### src/rtl/mem_bus_responder.sv
// mem_bus_responder: valid/ready memory responder with configurable wait states over an internal word RAM.
module mem_bus_responder #(
    parameter int DATA_W      = 16,
    parameter int ADDR_W      = 8,
    parameter int DEPTH       = 256,
    parameter int WAIT_CYCLES = 2
) (
    input  logic              clk,
    input  logic              rst,
    input  logic              req_valid,
    output logic              req_ready,
    input  logic              req_we,
    input  logic [ADDR_W-1:0] req_addr,
    input  logic [DATA_W-1:0] req_wdata,
    output logic              rsp_valid,
    input  logic              rsp_ready,
    output logic [DATA_W-1:0] rsp_rdata,
    output logic              rsp_err,
    output logic              busy
);
    typedef enum logic [1:0] {IDLE, WAIT, RESP} state_t;
    localparam logic [3:0] WAIT_LD = 4'(WAIT_CYCLES);
    state_t state, state_nxt;
    logic we_q;
    logic [ADDR_W-1:0] addr_q;
    logic [DATA_W-1:0] wdata_q;
    logic [3:0] cnt;
    logic [DATA_W-1:0] mem [DEPTH];
    logic err, fire, accept;
    assign err       = 32'(addr_q) >= DEPTH;
    assign fire      = state == WAIT && cnt == 4'd0;
    assign accept    = state == IDLE && req_valid;
    assign req_ready = state == IDLE && !rst;
    assign busy      = state != IDLE;
    always_comb begin
        state_nxt = state;
        state_nxt = accept ? WAIT : fire ? RESP : (state == RESP && rsp_ready) ? IDLE : state;
    end
    always_ff @(posedge clk) begin
        if (rst) state <= IDLE;
        else     state <= state_nxt;
    end
    // Request fields are captured only on the accept edge; later input changes are ignored.
    always_ff @(posedge clk) begin
        if (rst) begin
            rsp_valid <= 1'b0;
            rsp_rdata <= '0;
            rsp_err   <= 1'b0;
            cnt       <= 4'd0;
        end else begin
            if (accept) begin
                we_q    <= req_we;
                addr_q  <= req_addr;
                wdata_q <= req_wdata;
                cnt     <= WAIT_LD;
            end
            if (state == WAIT && cnt != 4'd0) cnt <= cnt - 4'd1;
            if (fire) begin
                rsp_valid <= 1'b1;
                rsp_err   <= err;
                rsp_rdata <= (we_q || err) ? '0 : mem[addr_q];
            end
            if (state == RESP && rsp_ready) rsp_valid <= 1'b0;
        end
    end
    // RAM is not reset; a reset on the access edge suppresses the write.
    always_ff @(posedge clk) begin
        if (!rst && fire && we_q && !err) mem[addr_q] <= wdata_q;
    end
endmodule

### config.mk
export PLATFORM = sky130hd
export DESIGN_NAME = mem_bus_responder
export DESIGN_NICKNAME = d
export VERILOG_FILES = /design/src/rtl/mem_bus_responder.sv
export SDC_FILE = /design/constraint.sdc
export NUM_CORES = 2
export LEC_CHECK = 0
export ABC_AREA = 1
export BUFFER_PORTS_ARGS = -buffer_cell sky130_fd_sc_hd__clkbuf_2
export CAP_MARGIN = 20
export CORE_MARGIN = 2
export CORE_UTILIZATION = 45
export CTS_CLUSTER_DIAMETER = 30
export CTS_CLUSTER_SIZE = 12
export DETAILED_ROUTE_END_ITERATION = 10
export HOLD_SLACK_MARGIN = 0.12
export PLACE_DENSITY_LB_ADDON = 0.12
export SYNTH_ARGS = -nofsm -noshare
export SYNTH_HDL_FRONTEND = slang
export SYNTH_SLANG_ARGS = --single-unit
### constraint.sdc
create_clock -name clk -period 8 [get_ports clk]
set_clock_uncertainty 0.1 [all_clocks]
set_input_delay 0.8 -clock clk [delete_from_list [all_inputs] [get_ports clk]]
set_output_delay 0.8 -clock clk [all_outputs]
set_load 0.005 [all_outputs]
Word-level counts from Yosys, hierarchy flattened --
Memory sizes are Yosys's and may differ from the RTL's. A register that Yosys moved wholly into a read port is not among the register bits. Cells that the tools add are included.
Word-level totals: bits of input ports 29, output and inout port bits 20, register bits 48, memories 1, memory bits (writable) 4096, word-level logic and storage cells 40
Memory list:
- mem | depth 256, width 16, rd ports 1, clocked after Yosys merged registers in 1, write ports 1, RTL line 28 | logic [DATA_W-1:0] mem [DEPTH];
Cells by class: reduce and logical (&&, ||, !) cells 18, multiplexer cells 9, bitwise operators 1, add/sub/neg operators 1, equal/unequal tests 2
Operators with widths (number):
- 16-bit two-way mux | 1
- 4-bit two-way mux | 2
- 8-bit two-way mux | 1
- 1-bit logical AND | 7
- 2-bit nonzero test | 3
- 4-bit logical NOT | 1
- 2-bit two-way mux | 2
- 4-bit nonzero test | 1
- 2-bit OR reduction | 2
- 4-bit by 1-bit subtractor with 4-bit output (second input constant) | 1
- 1-bit two-way mux | 3
- 3-bit nonzero test | 1
- 2-bit by 1-bit == test with 1-bit output (second input constant) | 1
- 2-bit == test (second input constant) | 1
- 2-bit logical NOT | 1
- 2-bit AND reduction | 1
- 1-bit logical NOT | 1
- 1-bit NOT | 1

Longest topological paths before layout --
word-level depth 6, gate-level depth with buffers 15, depth with buffers taken out 11

Worst setup path before layout --
OpenSTA, ideal clock, no wires.
path kind flip-flop to flip-flop, start point register wdata_q[0], end point memory mem[0][0] (data pin), path slack 3854 ps, required time 7083 ps, path buffers 0, setup time 817 ps, cell stages (with the launch flop) 1, arrival time 3228 ps, period minus slack after synthesis 4146 ps, path through edfxtp_1
RTL lines:
- from (decl) | RTL line 26 | logic [DATA_W-1:0] wdata_q;
- from (signal assigned) | RTL line 54 | wdata_q <= req_wdata;
- to (decl) | RTL line 28
No word-level cell before the write port.

==> qor.csv <==
metric;value;unit
status;finished clean;
end-of-flow core utilization;0.546;
fraction of registers with async set/reset;0;
Port Buffer Count;47;
critical path class;reg -> reg;
Arr. time, crit path;5.61;ns
commonest non-fill, non-tap cell in the layout;nand2_1;
number of synthesized flops with an enable pin;4121;
Final TNS setup;0;ns
DP Cell Count;18100;
final-report setup violation count;0;
Most used DFF post-synth;edfxtp_1;
sequential share of the synthesized area;0.744;
hpwl dp;282000;µm
Register Area;124000;µm²
slew margin rel.;0.0962;
Initial Utilization;0.453;
via count;112000;
Syn Std Cell Area;167000;µm²
cts repair resizes;0;
core area;369000;µm²
crit path capture type;flop;
Design Area, Final;202000;µm²
share of post-route cells with drive strength above 1;0.124;
Yosys top cell area share;0.741;
total clock sinks;4152;
Placement Rows;223;
first-pass GRT wire length;751000;µm
worst endpoint required time;8.78;ns
Nets;14100;
RSZ-0062 raised after global routing;no;
leakage;71.6;nW
Slew Limit Fails;0;
power per cell area;333;nW/µm²
CTS tree;built;
Routed Antenna Nets;0;
Tot Pwr;67.1;mW
max_cap viols;0;
Syn Area/Cell;12.2;µm²
Die X;613;µm
initial DRC count;13400;
height of the die;613;µm
hold buffers post-CTS;26;
via density per instance;5.66;
CP Launch Type;flop;
maximum vdd ir drop;235;µV
largest net degree at the start of global routing;216;
Yosys reg bits;4152;
post-CTS setup buffers;0;
root buffer cell;clkbuf_16;
Yosys cell types;24;
initial antenna violation count;20;
period utilization;0.604;
Synth-to-Final Area Change;20.6;%
GP Congestion;0.903;
largest area contributor in the netlist;edfxtp_1;
Slew @ Worst Pin;1.36;ns
Total Wirelength;522000;µm
total grt overflow;0;
CTS Buffer Depth;4;
leading cell types in the layout, fill and taps excluded;nand2_1, edfxtp_1, nand3_1;
syn_nets;13700;
Avg WL per Cell;26.4;µm
worst-path maximum fanout;149;
Setup WS post-layout;3.17;ns
Period minus WS final;4.83;ns
H-tree depth;6;
Total GRT Usage;0.273;
Mapped Cells;13700;
Num CTS Buffers;838;
hold violation count in the final report;0;
dpl ws;3.40;ns
Fmax;207;MHz
yosys warns;0;
top cells by area, synth;edfxtp_1, nand3_1, nand2_1;
Hold WS;0.229;ns
Worst-path clk slew;0.05;ns
fillcell total;30400;
Die ar.;376000;µm²
Placed Instance Area;172000;µm²
clk_lat worst skew;1.08;ns
drc violations;0;
I/O pins;49;
multi-input combinational cell area;37400;µm²
Finished Layout Cells;19800;
number of iterations in the first detailed-routing pass;8;
worst hold path class;in -> reg;
vias in the first global route;107000;
-- critical path, stage by stage, from the launching register on --
cell and delay [ns]:
dfxtp_4 0.84, buf_12 0.64, buf_4 0.70, nand3_1 0.16
nand3_1 0.20, nand3_1 0.18, nand3_1 0.31, nand3_1 0.36
nand3_1 0.41, nand3_1 0.30, nand3_1 0.19, a21oi_1 0.08
-- layout make-up --
cell class	instances	share of cell area
Clock buffer	952	0.107
Antenna cell	11	0.000137
Timing Repair Buffer	489	0.0213
Tap cell	4950	0.0307
Multi-Input combinational cell	8557	0.186
Clock inverter	624	0.0370
Inverter	31	0.000795
Sequential cell	4152	0.617
-- path summary, 6_finish.rpt --
kind | startpoint | endpoint | slack, ns | depth (start not counted)
max | flop | rsp_rdata[1] | 3.17 | 11
min | req_valid | cnt[2] | 0.23 | 4
max reg2reg | flop | rsp_rdata[1] | 3.17 | 11
min reg2reg | cnt[3] | cnt[3] | 0.37 | 1
-- cells by family after synthesis --
| logic type | Yosys count | share of synthesized area |
|---|---|---|
| and+or+nand+nor | 8519 | 0.222 |
| adders and majority gates | 2 | 0.000150 |
| other | 1 | 0.0000224 |
| AOI/OAI and AO/OA | 35 | 0.00112 |
| DFF | 4152 | 0.744 |
| buffers and inverters | 973 | 0.0322 |
-- report_power, final --
part | leakage [nW] | switching [mW] | total (mW) | internal [mW]
Sequential | 37.3 | 0.136 | 24.3 | 24.2
Clock | 13.9 | 11.7 | 35.2 | 23.5
Combinational | 20.4 | 5.85 | 7.57 | 1.72
-- layer usage --
| layer | vias up | wire, µm | GRT usage |
|---|---|---|---|
| li1 | 50200 | - | - |
| met1 | 55600 | 212000 | 0.372 |
| met2 | 5108 | 242000 | 0.425 |
| met3 | 950 | 44400 | 0.0534 |
| met4 | 2 | 23600 | 0.119 |
| met5 | - | 169 | 0.00323 |
-- sequential cells by signal (all words and copies together), names as in the netlist, named ones only --
signal     count
wdata_q       16
we_q           1
mem         4096
rsp_valid      1
rsp_rdata     16
state          2
addr_q         8
cnt            4
-- Yosys cell counts, types with 2 or more instances --
library cell,instances
o21ai_0,11
buf_8,2
a21oi_1,20
nor3_1,3
nor2_1,271
buf_4,109
buf_1,85
buf_6,93
nand3_1,4092
ha_1,2
edfxtp_1,4121
nand2_1,4152
inv_1,27
inv_2,3
clkbuf_1,175
dfxtp_1,31
buf_2,478
No activity file was read; power rests on OpenSTA's default activity.
